--- src/rtl/fx_arb.sv ---
// Two-master arbiter/sequencer for the shared fx register bus, one single-beat access at a time.
// Define FX_ARB_PRIO_EN for fixed priority (m0 wins ties); default build is round-robin.
module fx_arb #(
  parameter int AW     = 16,
  parameter int DW     = 8,
  parameter int RD_LAT = 2
) (
  input  logic          clk_sys,
  input  logic          rst,
  input  logic          m0_req,
  input  logic          m0_we,
  input  logic [AW-1:0] m0_addr,
  input  logic [DW-1:0] m0_wdata,
  output logic          m0_ack,
  output logic [DW-1:0] m0_rdata,
  input  logic          m1_req,
  input  logic          m1_we,
  input  logic [AW-1:0] m1_addr,
  input  logic [DW-1:0] m1_wdata,
  output logic          m1_ack,
  output logic [DW-1:0] m1_rdata,
  output logic [AW-1:0] fx_waddr,
  output logic          fx_wr,
  output logic [DW-1:0] fx_data,
  output logic [AW-1:0] fx_raddr,
  output logic          fx_rd,
  input  logic [DW-1:0] fx_q,
  output logic          fx_busy
);

  typedef enum logic [2:0] {IDLE, WR, RD, RD_WAIT, ACK} state_t;

  localparam logic [3:0] CNT_INIT = 4'(RD_LAT - 1);

  state_t        state_q, state_d;
  logic          gnt_q, gnt_d;
  logic [3:0]    cnt_q, cnt_d;
  logic [AW-1:0] waddr_q, waddr_d, raddr_q, raddr_d;
  logic [DW-1:0] data_q, data_d;
  logic [DW-1:0] rdata0_q, rdata0_d, rdata1_q, rdata1_d;
  logic          wr_q, wr_d, rd_q, rd_d;
  logic          ack0_q, ack0_d, ack1_q, ack1_d;

  logic          any_req;
  logic          sel;
  logic          sel_we;
  logic [AW-1:0] sel_addr;
  logic [DW-1:0] sel_wdata;

  assign any_req = m0_req | m1_req;

`ifdef FX_ARB_PRIO_EN
  assign sel = ~m0_req;
`else
  logic ptr_q, ptr_d;

  // ptr_q remembers the last granted master; a tie goes to the other one
  assign sel = (m0_req && m1_req) ? ~ptr_q : m1_req;

  always_comb begin
    ptr_d = ptr_q;
    if (state_q == IDLE && any_req) ptr_d = sel;
  end

  always_ff @(posedge clk_sys or posedge rst) begin
    if (rst) ptr_q <= 1'b1;
    else     ptr_q <= ptr_d;
  end
`endif

  assign sel_we    = sel ? m1_we    : m0_we;
  assign sel_addr  = sel ? m1_addr  : m0_addr;
  assign sel_wdata = sel ? m1_wdata : m0_wdata;

  always_comb begin
    state_d  = state_q;
    gnt_d    = gnt_q;
    cnt_d    = cnt_q;
    waddr_d  = waddr_q;
    raddr_d  = raddr_q;
    data_d   = data_q;
    rdata0_d = rdata0_q;
    rdata1_d = rdata1_q;
    wr_d     = 1'b0;
    rd_d     = 1'b0;
    ack0_d   = 1'b0;
    ack1_d   = 1'b0;

    case (state_q)
      IDLE: begin
        if (any_req) begin
          gnt_d = sel;
          if (sel_we) begin
            state_d = WR;
            waddr_d = sel_addr;
            data_d  = sel_wdata;
            wr_d    = 1'b1;
          end else begin
            state_d = RD;
            raddr_d = sel_addr;
            rd_d    = 1'b1;
          end
        end
      end
      WR: begin
        state_d = ACK;
        ack0_d  = ~gnt_q;
        ack1_d  = gnt_q;
      end
      RD: begin
        state_d = RD_WAIT;
        cnt_d   = CNT_INIT;
      end
      RD_WAIT: begin
        if (cnt_q == 4'd0) begin
          state_d = ACK;
          ack0_d  = ~gnt_q;
          ack1_d  = gnt_q;
          if (gnt_q) rdata1_d = fx_q;
          else       rdata0_d = fx_q;
        end else begin
          cnt_d = cnt_q - 4'd1;
        end
      end
      ACK:     state_d = IDLE;
      default: state_d = IDLE;
    endcase
  end

  // Strobes and acks are flopped one state ahead so they line up with WR/RD/ACK
  always_ff @(posedge clk_sys or posedge rst) begin
    if (rst) begin
      state_q  <= IDLE;
      gnt_q    <= 1'b0;
      cnt_q    <= 4'd0;
      waddr_q  <= '0;
      raddr_q  <= '0;
      data_q   <= '0;
      rdata0_q <= '0;
      rdata1_q <= '0;
      wr_q     <= 1'b0;
      rd_q     <= 1'b0;
      ack0_q   <= 1'b0;
      ack1_q   <= 1'b0;
    end else begin
      state_q  <= state_d;
      gnt_q    <= gnt_d;
      cnt_q    <= cnt_d;
      waddr_q  <= waddr_d;
      raddr_q  <= raddr_d;
      data_q   <= data_d;
      rdata0_q <= rdata0_d;
      rdata1_q <= rdata1_d;
      wr_q     <= wr_d;
      rd_q     <= rd_d;
      ack0_q   <= ack0_d;
      ack1_q   <= ack1_d;
    end
  end

  assign fx_waddr = waddr_q;
  assign fx_raddr = raddr_q;
  assign fx_data  = data_q;
  assign fx_wr    = wr_q;
  assign fx_rd    = rd_q;
  assign m0_ack   = ack0_q;
  assign m1_ack   = ack1_q;
  assign m0_rdata = rdata0_q;
  assign m1_rdata = rdata1_q;
  assign fx_busy  = (state_q != IDLE);

endmodule

--- config.mk ---
export PLATFORM = sky130hd
export DESIGN_NAME = fx_arb
export DESIGN_NICKNAME = d
export VERILOG_FILES = /design/src/rtl/fx_arb.sv
export SDC_FILE = /design/constraint.sdc
export NUM_CORES = 1
export LEC_CHECK = 0
export ABC_AREA = 0
export CAP_MARGIN = 20
export CORE_UTILIZATION = 56
export DETAILED_ROUTE_END_ITERATION = 16
export DONT_BUFFER_PORTS = 1
export PLACE_DENSITY = 0.81
export SYNTH_ARGS = -nofsm -noshare
export SYNTH_HDL_FRONTEND = slang
export SYNTH_SLANG_ARGS = --single-unit
--- constraint.sdc ---
create_clock -name clk_sys -period 2.05 [get_ports clk_sys]
set_clock_uncertainty 0.1 [all_clocks]
set_input_delay 0.1025 -clock clk_sys [delete_from_list [all_inputs] [get_ports clk_sys]]
set_output_delay 0.1025 -clock clk_sys [all_outputs]
set_load 0.05 [all_outputs]
# Word-level counts from Yosys, hierarchy flattened
# Cells that the tools add are included.
[word_totals] output_inout_bits=61 romBits=0 wordCells=57 mem_bits_rw=0 latchBits=0 in_bits=62 regBits=69 n_memories=0
[classes] n_addsub=1 shift=0 reduce_logical=13 n_mux=20 div=0 bitwise_logic=4 n_eq_ne=6 n_mul=0 magnitude_cmp=0
[op_table] operator="16-bit 2-to-1 mux" count=1
[op_table] operator="3-bit one-hot mux with 4 select lines" count=1
[op_table] operator="3-bit AND reduction" count=4
[op_table] operator="1-bit 2-to-1 mux" count=10
[op_table] operator="8-bit 2-to-1 mux" count=1
[op_table] operator="4-bit one-hot mux with 2 select lines" count=1
[op_table] operator="3-bit by 2-bit equality test with 1-bit output (second input constant)" count=2
[op_table] operator="3-bit 2-to-1 mux" count=2
[op_table] operator="2-bit inequality test (second input constant)" count=3
[op_table] operator="2-bit AND reduction" count=3
[op_table] operator="4-bit zero test" count=1
[op_table] operator="4-bit 2-to-1 mux" count=1
[op_table] operator="1-bit one-hot mux with 2 select lines" count=2
[op_table] operator="4-bit by 1-bit subtractor with 4-bit output (second input constant)" count=1
[op_table] operator="3-bit by 1-bit equality test with 1-bit output (second input constant)" count=1
[op_table] operator="3-bit zero test" count=1
[op_table] operator="1-bit NOT" count=3
[op_table] operator="3-bit nonzero test" count=1
[op_table] operator="1-bit logical AND" count=2
[op_table] operator="2-bit 2-to-1 mux" count=1
[op_table] operator="2-bit nonzero test" count=1
[op_table] operator="1-bit bitwise OR" count=1

# Logic depth before layout (Yosys ltp)
# Gate-level depths: netlist of the first run.
[logic_depth] word_depth=6 mapped_depth=6 mapped_depth_nobuf=6

# Worst setup path before layout of the first run
# No wires, ideal clock.
[synth_path] path_type="flip-flop to flip-flop" from="register state_q[0]" to="register data_q[0], in the netlist fx_data[0]" path_stages_with_launch=7 required_ns=1.825 n_path_buf=2 slack_ns=0.190 setup_time_ns=0.125 arrival_ns=1.635 synth_period_minus_slack_ns=1.860 path_cell_list="dfrtp_1 buf_2 nor3_4 o21ai_2 nor2_4 buf_4 mux2_2"
[synth_via] elab_chain_len=2
[synth_lines] element="start, declared" line_no="35" source="state_t state_q, state_d;"
[synth_lines] element="start signal, assigned" line_no="146" source="state_q <= state_d;"
[synth_lines] element="3-bit zero test" line_no="89" source="case (state_q)"
[synth_lines] element="3-bit AND reduction (no line)"
[synth_lines] element="end signal, assigned" line_no="151" source="data_q <= data_d;"
[synth_lines] element="end, declared" line_no="39" source="logic [DW-1:0] data_q, data_d;"
# Every way passes these cells.
# A chain may end at the register's enable or synchronous reset.

# Final worst setup path of the first run
[layout_path] from="register cnt_q[0]" to="register state_q[1]"
[layout_via] elab_chain_len=3
[layout_lines] element="start, declared" line_no="37" source="logic [3:0] cnt_q, cnt_d;"
[layout_lines] element="start signal, assigned" line_no="148" source="cnt_q <= cnt_d;"
[layout_lines] element="4-bit zero test" line_no="115" source="if (cnt_q == 4'd0) begin"
[layout_lines] element="2-bit inequality test (no line)"
[layout_lines] element="2-bit AND reduction (no line)"
# Every way passes these cells.

==> out/metrics.yaml, run 1 <==
global_route:
  grt_pass1_vias: 2187
  grt_pass1_wl_um: 10600
  gr-usage-all-layers_pct: 26.0
  antenna_found_initial: 0
  grt_max_degree: 28
  grt-ovfl-total: 0
final_layout:
  drive_gt1_share_pct: 39.5
  layout.cells.non_filler: 351
  n_fill_cell: 306
  synthToLayoutAreaGrowth_pct: 29.2
  num_antenna_cells: 0
  nNetsFinal: 340
  post-route-util_pct: 76.3
yosys:
  yosys_warnings: 0
  ys_ff_latch: 69
  synth-edff-count: 0
  synthCells: 203
  synth_mux_area_share_pct: 31.3
  synth.avg_cell_area_um2: 15.0
  netlist_area_um2: 3050
  synth_top_area_share_pct: 55.7
  synth_top_flop_cell: "dfrtp_1"
  yosys.cell_count.top_type: "mux2_2"
  synthArstFlopShare_pct: 100
  synth_compound_area_share_pct: 3.56
  syn-num-nets: 267
  ys_seq_area_share_pct: 56.6
  synth-simple-area-share_pct: 5.49
  synth.area.top_cells: "dfrtp_1, mux2_2, mux2_4"
  synth_top_family_by_area: "multiplexers"
  yosys.area_share.adder_pct: 0.819
  synth_xor_area_share_pct: 0
  synth_top_cell_by_area: "dfrtp_1"
  ys_types: 32
  ys_top_cells_by_count: "mux2_2, dfrtp_1, mux2_4"
pwr:
  total_power_mw: 7.16
  peakVddDrop_uv: 1150
  p_per_area_nw_per_um2: 1820
  leakage_nw: 1.73
clock_network:
  cts_tree: "built"
  cts_buffers: 9
  cts_sinks: 69
  clkLatencyLatePin_ns: 0.32
  clk_path_buf_depth: 2
  cts_max_level: 3
  root_buffer: "clkbuf_8"
  clkTransAtPathRegs_ns: 0.06
placement:
  gp_congestion: 0.736
  port-buffer-count: 0
  numPlacedInstances: 274
  pre_cts_slack_ns: 0.0935
  hpwl_um: 4420
die:
  die_y_um: 75.9
  design.die.area_um2: 5750
  rows: 26
  die_w_um: 75.9
  ios: 123
  coreArea_um2: 5170
  initial_core_util_pct: 59.0
worst_setup_path:
  r2r-start: "cnt_q[0]"
  critPathKind: "register to register"
  critPathArrivalTime_ns: 2.06
  critPathLaunch: "cnt_q[0]"
  r2r_setup_slack_ns: 0.09
  crit_fanout: 4
  setup.worst_path.start_class: "register"
  required_ns: 2.15
  cp-end-kind: "register"
routing:
  num_vias: 1958
  viasPerCell: 5.58
  drtIter0Drc: 122
  antenna_left: 0
  wire_per_inst_um: 19.7
  first_pass_iters: 4
  drc_errors: 0
  drt-total-wl_um: 6920
sta:
  period_needed_ns: 1.96
  rsz0062_at_grt: "false"
  slew_viol_final: 0
  clock.fmax_ghz: 0.511
  finalWorstSetupSlack_ns: 0.0924
  worst_pin_slew_ns: 0.499
  fin_tns_setup_ns: 0
  finalCritPeriodShare_pct: 95.5
  setup_viol: 0
  slew_headroom_pct: 66.8
  timing.final.hold_violations: 0
run:
  drv_cap: 0
run_status:
  outcome: "finished, final reports clean"
hold_path:
  hold_path_class: "primary input to register"
  hp-start: "m0_we"
-- cell usage in the layout (no fill, tap or decap), types with 4 or more instances in the layout --
cell and n:
nand2b_1 4, dfrtp_1 68, dlygate4sd3_1 61, clkbuf_1 6, buf_4 7, mux2_4 9, o21ai_0 4, mux2_2 71
a22o_1 4, clkbuf_8 9
-- power by group --
group          internal, mW  total, mW  switching, mW  leakage [nW]
Combinational          1.00       1.68          0.675         0.817
Clock                 0.441      0.893          0.452        0.0757
Sequential             1.99       4.59           2.60         0.835
Total                  3.44       7.16           3.73          1.73
-- worst max-delay path, stage by stage, from the launching register on --
cell and delay [ns]:
dfrtp_1 0.41, inv_1 0.11, ha_1 0.18, and4bb_2 0.27, nor2_2 0.05, a21oi_1 0.13
a21oi_1 0.05, dlygate4sd3_1 0.55
-- state kept, by name, summed over array words and instances (netlist names) --
name      count
fx_raddr     16
fx_waddr     16
fx_data       8
m0_rdata      8
m1_rdata      8
cnt_q         4
state_q       3
fx_rd         1
fx_wr         1
gnt_q         1
m0_ack        1
m1_ack        1
ptr_q         1
-- layout make-up --
type | count | area, um^2 | area share (%)
clock inverter | 1 | 5.00 | 0.127
sequential | 69 | 1730 | 43.8
clock buffer | 15 | 146 | 3.71
inverter | 5 | 18.8 | 0.476
tap | 70 | 87.6 | 2.22
timing repair buffer | 69 | 683 | 17.3
multi-input combinational | 122 | 1280 | 32.4
-- cell families after synthesis --
kind of cell / count (synthesis)
simple gates: 23
mux: 81
buf+inv: 12
compound gates: 16
flops: 69
fa+ha+maj: 2
-- metal layers --
layer / GRT usage [%] / wire, um / vias up
li1: - / - / 875
met4: 14.8 / 221 / 0
met1: 29.0 / 2630 / 990
met2: 45.6 / 3730 / 72
met5: 0 / 0 / -
met3: 5.95 / 346 / 21
-- worst paths after layout --
check                               endpoint  cells past startpoint
worst max-delay path              state_q[1]                      7
worst min-delay path              state_q[0]                      3
worst max register to register    state_q[1]                      7
worst min register to register      cnt_q[3]                      2
max in group asynchronous       fx_waddr[11]                      3
min in group asynchronous           cnt_q[2]                      2
-- through the flow --
stage / cell area (um^2) / hold slack (ns)
2_1_floorplan: 3050 / 0.153
3_3_place_gp: 3180 / -0.0844
3_5_place_dp: 3180 / -0.0697
4_1_cts: 3940 / 0.113
5_1_grt: 3950 / 0.160
6_report: 3950 / 0.108
-- repair_timing --
action                     4_1_cts  5_1_grt
setup endpoints to repair        0        9
resized for setup                0        3
buffers inserted                 0        0
hold buffers                    61        0
hold endpoints to repair        81        0
Note: power is estimated with default switching activity, not from simulation.
==> run 2: changes to the inputs <==
- CELL_PAD_IN_SITES_DETAIL_PLACEMENT: unset -> 0
- CELL_PAD_IN_SITES_GLOBAL_PLACEMENT: unset -> 1
- CORE_UTILIZATION: 56 -> 44
- clock period: 2.05 -> 1.8 ns (I/O delays scaled with it)
==> run 2 against run 1 <==
First-iteration DRC count down 73%. Flip-flop and latch count unchanged. Final area grew 6.9%. Worst hold slack worse by 0.025 ns. Largest power group unchanged. Critical path depth is 3 lower. Power is 22% higher. Critical path type unchanged. Sequential share of layout area down 2.8 points. Final cell count up 5.1%.
==> out/metrics.yaml, run 2 (synthesized netlist as in run 1, its figures left out) <==
routing:
  drc_errors: 0  # unchanged
  first_pass_iters: 4  # unchanged
  drtIter0Drc: 33  # was 122
  viasPerCell: 5.28  # was 5.58
  antenna_left: 0  # unchanged
  num_vias: 1948  # was 1958
  wire_per_inst_um: 18.5  # was 19.7 um
  drt-total-wl_um: 6820  # was 6920 um
worst_setup_path:
  cp-end-kind: "register"  # unchanged
  crit_fanout: 17  # was 4
  critPathKind: "register to register"  # unchanged
  cp_num_buf_inv: 1  # was 2
  crit_top_cell: "mux2_2"  # was a21oi_1
  crit_family: "multiplexers"  # was buffers and inverters
  cpMaxStageDelayCell: "dfstp_2"  # was dlygate4sd3_1
  slowest_delay_ns: 0.39  # was 0.55 ns
  path_cells: "a21boi_4 -> buf_4 -> mux2_2 -> mux2_2"  # was inv_1 -> ha_1 -> and4bb_2 -> nor2_2 -> a21oi_1 -> a21oi_1 -> dlygate4sd3_1
  required_ns: 1.93  # was 2.15 ns
  critPathArrivalTime_ns: 1.90  # was 2.06 ns
  setup.worst_path.start_class: "register"  # unchanged
global_route:
  gr-usage-all-layers_pct: 20.2  # was 26.0%
  grt-ovfl-total: 0  # unchanged
  grt_max_degree: 34  # was 28
  grt_pass1_wl_um: 11000  # was 10600 um
  antenna_found_initial: 0  # unchanged
  grt_pass1_vias: 2155  # was 2187
sta:
  clock.fmax_ghz: 0.562  # was 0.511 GHz
  setup_viol: 0  # unchanged
  slew_viol_final: 0  # unchanged
  timing.final.hold_violations: 0  # unchanged
  finalCritPeriodShare_pct: 98.8  # was 95.5%
  worst_pin_slew_ns: 0.545  # was 0.499 ns
  rsz0062_at_grt: "true"  # was false
  holdWs_ns: 0.0829  # was 0.108 ns
  fin_tns_setup_ns: 0  # unchanged
  period_needed_ns: 1.78  # was 1.96 ns
  slew_headroom_pct: 63.6  # was 66.8%
placement:
  gp_congestion: 0.769  # was 0.736
  port-buffer-count: 0  # unchanged
  hpwl_um: 4190  # was 4420 um
  place_area_um2: 3360  # was 3180 um^2
die:
  die_y_um: 85.3  # was 75.9 um
  die_w_um: 85.3  # was 75.9 um
  design.die.area_um2: 7280  # was 5750 um^2
  initial_core_util_pct: 46.8  # was 59.0%
  coreArea_um2: 6530  # was 5170 um^2
  rows: 29  # was 26
  ios: 123  # unchanged
clock_network:
  clkTransAtPathRegs_ns: 0.07  # was 0.06 ns
  cts_max_level: 3  # unchanged
  clk_path_buf_depth: 2  # unchanged
  cts_tree: "built"  # unchanged
  root_buffer: "clkbuf_8"  # unchanged
  clkLatencyLatePin_ns: 0.34  # was 0.32 ns
  cts_buffers: 9  # unchanged
  cts_sinks: 69  # unchanged
pwr:
  p_per_area_nw_per_um2: 2070  # was 1820 nW/um^2
  leakage_nw: 1.87  # was 1.73 nW
  peakVddDrop_uv: 1230  # was 1150 uV
final_layout:
  drive_gt1_share_pct: 44.2  # was 39.5%
  layout_commonest_cell: "dfrtp_1"  # was mux2_2
  nNetsFinal: 352  # was 340
  fin_area_um2: 4220  # was 3950 um^2
  synthToLayoutAreaGrowth_pct: 38.2  # was 29.2%
  num_antenna_cells: 0  # unchanged
  layout_common_cells: "dfrtp_1, dlygate4sd3_1, mux2_2"  # was mux2_2, dfrtp_1, dlygate4sd3_1
run:
  drv_cap: 0  # unchanged
hold_path:
  hold_path_class: "primary input to register"  # unchanged
run_status:
  outcome: "finished, final reports clean"  # unchanged
[run 2: cell count changes in the layout (fill, tap and decap cells not counted), moves of 4 or more]
cell,before,now
mux2_4,9,20
mux2_2,71,60
clkbuf_1,6,0
buf_4,7,12
buf_12,1,5
[run 2: worst reg2reg max path: stages, from the launching register on]
cell	delay, ns
dfstp_2	0.39
a21boi_4	0.21
buf_4	0.30
mux2_2	0.40
mux2_2	0.26
[run 2: layout make-up]
class | instances | area [um^2]
Clock buffer | 10 | 138
Sequential cell | 69 | 1730
Inverter | 5 | 22.5
Multi-Input combinational cell | 122 | 1330
Fill cell | 478 | 2310
Timing Repair Buffer | 81 | 833
Clock inverter | 5 | 75.1
Tap cell | 77 | 96.3
[run 2: metal layers]
layer	vias up	global-route usage (%)	wire length, um
li1	894	-	-
met1	955	21.6	2660
met2	89	34.6	3480
met3	10	10.6	609
met4	0	6.67	80
met5	-	0	0
[run 2: path summary, 6_finish.rpt]
kind	endpoint	depth (start not counted)	start	slack (ns)
max	fx_raddr[9]	4	ptr_q	0.02
min	fx_rd	4	m1_req	0.08
max reg2reg	fx_raddr[9]	4	ptr_q	0.02
min reg2reg	m0_ack	1	gnt_q	0.42
max in group asynchronous	ptr_q	3	rst	0.80
min in group asynchronous	m0_rdata[0]	2	rst	0.18
[run 2: timing repair]
| item | in CTS | in global routing |
|---|---|---|
| setup endpoints to repair | 0 | 29 |
| endpoints found under the hold margin | 128 | 0 |
| hold buffers | 62 | 0 |
| setup buffers | 0 | 1 |
| resized for setup | 0 | 7 |
[run 2: where the power goes]
group          internal, mW  total [mW]  switching (mW)
logic                  1.35        2.16           0.816
registers              2.27        5.21            2.95
clock network         0.802        1.35           0.551
[run 2: stage by stage]
stage | util (%) | setup WS [ns] | std cells | power (mW)
finish | 64.6 | 0.0214 | 369 | 8.73
global route | 64.6 | -0.0428 | 369 | 9.13
CTS | 64.1 | 0.00519 | 368 | 8.73
detailed placement | 51.4 | 0.0106 | 291 | 7.24
global placement | 51.4 | 0.0706 | 291 | 7.15
floorplan | - | -0.0222 | 203 | 6.66
==> run 3: changes to the inputs <==
- RECOVER_POWER: unset -> 100
==> run 3 against run 2 <==
Clock-buffer cell count unchanged. Critical path type unchanged. Core utilization down 0.27 points. Power barely moved. Highest routed layer unchanged. First-iteration DRC count fell by 3.0%. Setup slack is essentially flat. Routed wire length is 0.16% lower. Final area down 0.42%. Global-route usage unchanged. Via count increased by 0.46%.
==> out/metrics.yaml, run 3 (synthesized netlist as in run 1, its figures left out) <==
die:
  die_y_um: 85.3  # unchanged
  design.die.area_um2: 7280  # unchanged
  initial_core_util_pct: 46.8  # unchanged
  ios: 123  # unchanged
  die_w_um: 85.3  # unchanged
  rows: 29  # unchanged
  coreArea_um2: 6530  # unchanged
final_layout:
  layout_commonest_cell: "dfrtp_1"  # unchanged
  layout.cells.non_filler: 369  # unchanged
  synthToLayoutAreaGrowth_pct: 37.6  # was 38.2%
  layout_common_cells: "dfrtp_1, dlygate4sd3_1, mux2_2"  # unchanged
  num_antenna_cells: 0  # unchanged
  nNetsFinal: 352  # unchanged
  drive_gt1_share_pct: 44.2  # unchanged
worst_setup_path:
  cpMaxStageDelayCell: "dfstp_2"  # unchanged
  critPathKind: "register to register"  # unchanged
  crit_top_cell: "mux2_2"  # unchanged
  cp_num_buf_inv: 1  # unchanged
  setup.worst_path.start_class: "register"  # unchanged
  crit_fanout: 17  # unchanged
  critPathArrivalTime_ns: 1.91  # was 1.90 ns
  cp-end-kind: "register"  # unchanged
  slowest_delay_ns: 0.39  # about the same
  crit_family: "multiplexers"  # unchanged
  path_cells: "a21boi_4 -> buf_4 -> mux2_2 -> mux2_2"  # unchanged
  required_ns: 1.93  # about the same
pwr:
  leakage_nw: 1.87  # about the same
  swShare_pct: 49.4  # about the same
  p_per_area_nw_per_um2: 2080  # was 2070 nW/um^2
  combinationalPowerShare_pct: 24.7  # was 24.8%
  peakVddDrop_uv: 1230  # about the same
  net-switching-power_mw: 4.31  # about the same
  power_frac_seq_pct: 59.8  # was 59.7%
  clockPowerShare_pct: 15.5  # about the same
  internal_power_mw: 4.41  # was 4.42 mW
  total_power_mw: 8.72  # was 8.73 mW
global_route:
  grt-ovfl-total: 0  # unchanged
  grt_pass1_wl_um: 11000  # unchanged
  antenna_found_initial: 0  # unchanged
  gr-usage-all-layers_pct: 20.2  # unchanged
  grt_max_degree: 34  # unchanged
  grt_pass1_vias: 2155  # unchanged
placement:
  gp_congestion: 0.769  # unchanged
  port-buffer-count: 0  # unchanged
  numPlacedInstances: 291  # unchanged
  hpwl_um: 4190  # unchanged
sta:
  clock.fmax_ghz: 0.562  # about the same
  setup_viol: 0  # unchanged
  slew_viol_final: 0  # unchanged
  holdWs_ns: 0.0814  # was 0.0829 ns
  slew_headroom_pct: 30.4  # was 63.6%
  worst_pin_slew_ns: 1.04  # was 0.545 ns
  fin_tns_setup_ns: 0  # unchanged
  finalCritPeriodShare_pct: 98.8  # about the same
  rsz0062_at_grt: "true"  # unchanged
  timing.final.hold_violations: 0  # unchanged
  period_needed_ns: 1.78  # about the same
clock_network:
  clk_path_buf_depth: 2  # unchanged
  cts_max_level: 3  # unchanged
  root_buffer: "clkbuf_8"  # unchanged
  cts_tree: "built"  # unchanged
  clkTransAtPathRegs_ns: 0.07  # about the same
  cts_buffers: 9  # unchanged
  clkLatencyLatePin_ns: 0.35  # was 0.34 ns
  cts_sinks: 69  # unchanged
hold_path:
  hold_path_class: "primary input to register"  # unchanged
routing:
  antenna_left: 0  # unchanged
  drc_errors: 0  # unchanged
  routed.top_layer: "met4"  # unchanged
  routed-wl-met3_um: 610  # was 609 um
  met1Wirelength_um: 2640  # was 2660 um
  first_pass_iters: 4  # unchanged
  viasPerCell: 5.30  # was 5.28
  num_vias: 1957  # was 1948
  drt-total-wl_um: 6810  # was 6820 um
  drtIter0Drc: 32  # was 33
  wire_per_inst_um: 18.5  # about the same
  dr_wl_met2_um: 3490  # was 3480 um
run:
  drv_cap: 0  # unchanged
run_status:
  outcome: "finished, final reports clean"  # unchanged
## run 3: timing repair
action                                  4_1_cts  5_1_grt
buffers inserted                              0        1
endpoints found under the setup margin        0       29
gates resized for setup                       0        7
hold buffers                                 62        0
endpoints found under the hold margin       128        0
## run 3: worst paths after layout
path	startpoint	endpoint	slack (ns)	cells after the start
min in group asynchronous	rst	m0_rdata[0]	0.30	2
min reg2reg	gnt_q	m0_ack	0.42	1
max reg2reg	ptr_q	fx_raddr[9]	0.02	4
max in group asynchronous	rst	fx_raddr[10]	0.29	3
max	ptr_q	fx_raddr[9]	0.02	4
min	m1_req	fx_rd	0.08	4
## run 3: area by class of cell
| cell class | count | area [um^2] |
|---|---|---|
| clock buffer | 10 | 138 |
| clock inverter | 5 | 75.1 |
| fill | 480 | 2330 |
| inverter | 5 | 20.0 |
| multi-input combinational | 122 | 1330 |
| sequential | 69 | 1730 |
| tap | 77 | 96.3 |
| timing repair buffer | 81 | 818 |
## run 3: worst min-delay path, stage by stage
cell      delay (ns)
nor2_1          0.03
nand3b_4        0.17
buf_6           0.15
inv_1           0.04
## run 3: per-stage QoR
| step | instance area (um^2) | setup WS (ns) | util [%] |
|---|---|---|---|
| floorplan | 3110 | -0.0222 | - |
| global placement | 3360 | 0.0706 | 51.4 |
| detailed placement | 3360 | 0.0106 | 51.4 |
| CTS | 4190 | 0.00519 | 64.1 |
| global route | 4200 | -0.0428 | 64.3 |
| finish | 4200 | 0.0219 | 64.3 |
## run 3: power groups by stage
stage	clock, mW	combinational [mW]	sequential (mW)
floorplan	0	1.62	5.04
global placement	0	1.93	5.22
detailed placement	0	2.00	5.23
CTS	1.40	2.12	5.21
global route	1.47	2.34	5.31
finish	1.35	2.16	5.21
## run 3: routing by layer
| layer | vias up | track usage (%) |
|---|---|---|
| met5 | - | 0 |
| met4 | 0 | 6.67 |
| met3 | 10 | 10.6 |
| met2 | 89 | 34.6 |
| met1 | 964 | 21.6 |
| li1 | 894 | - |
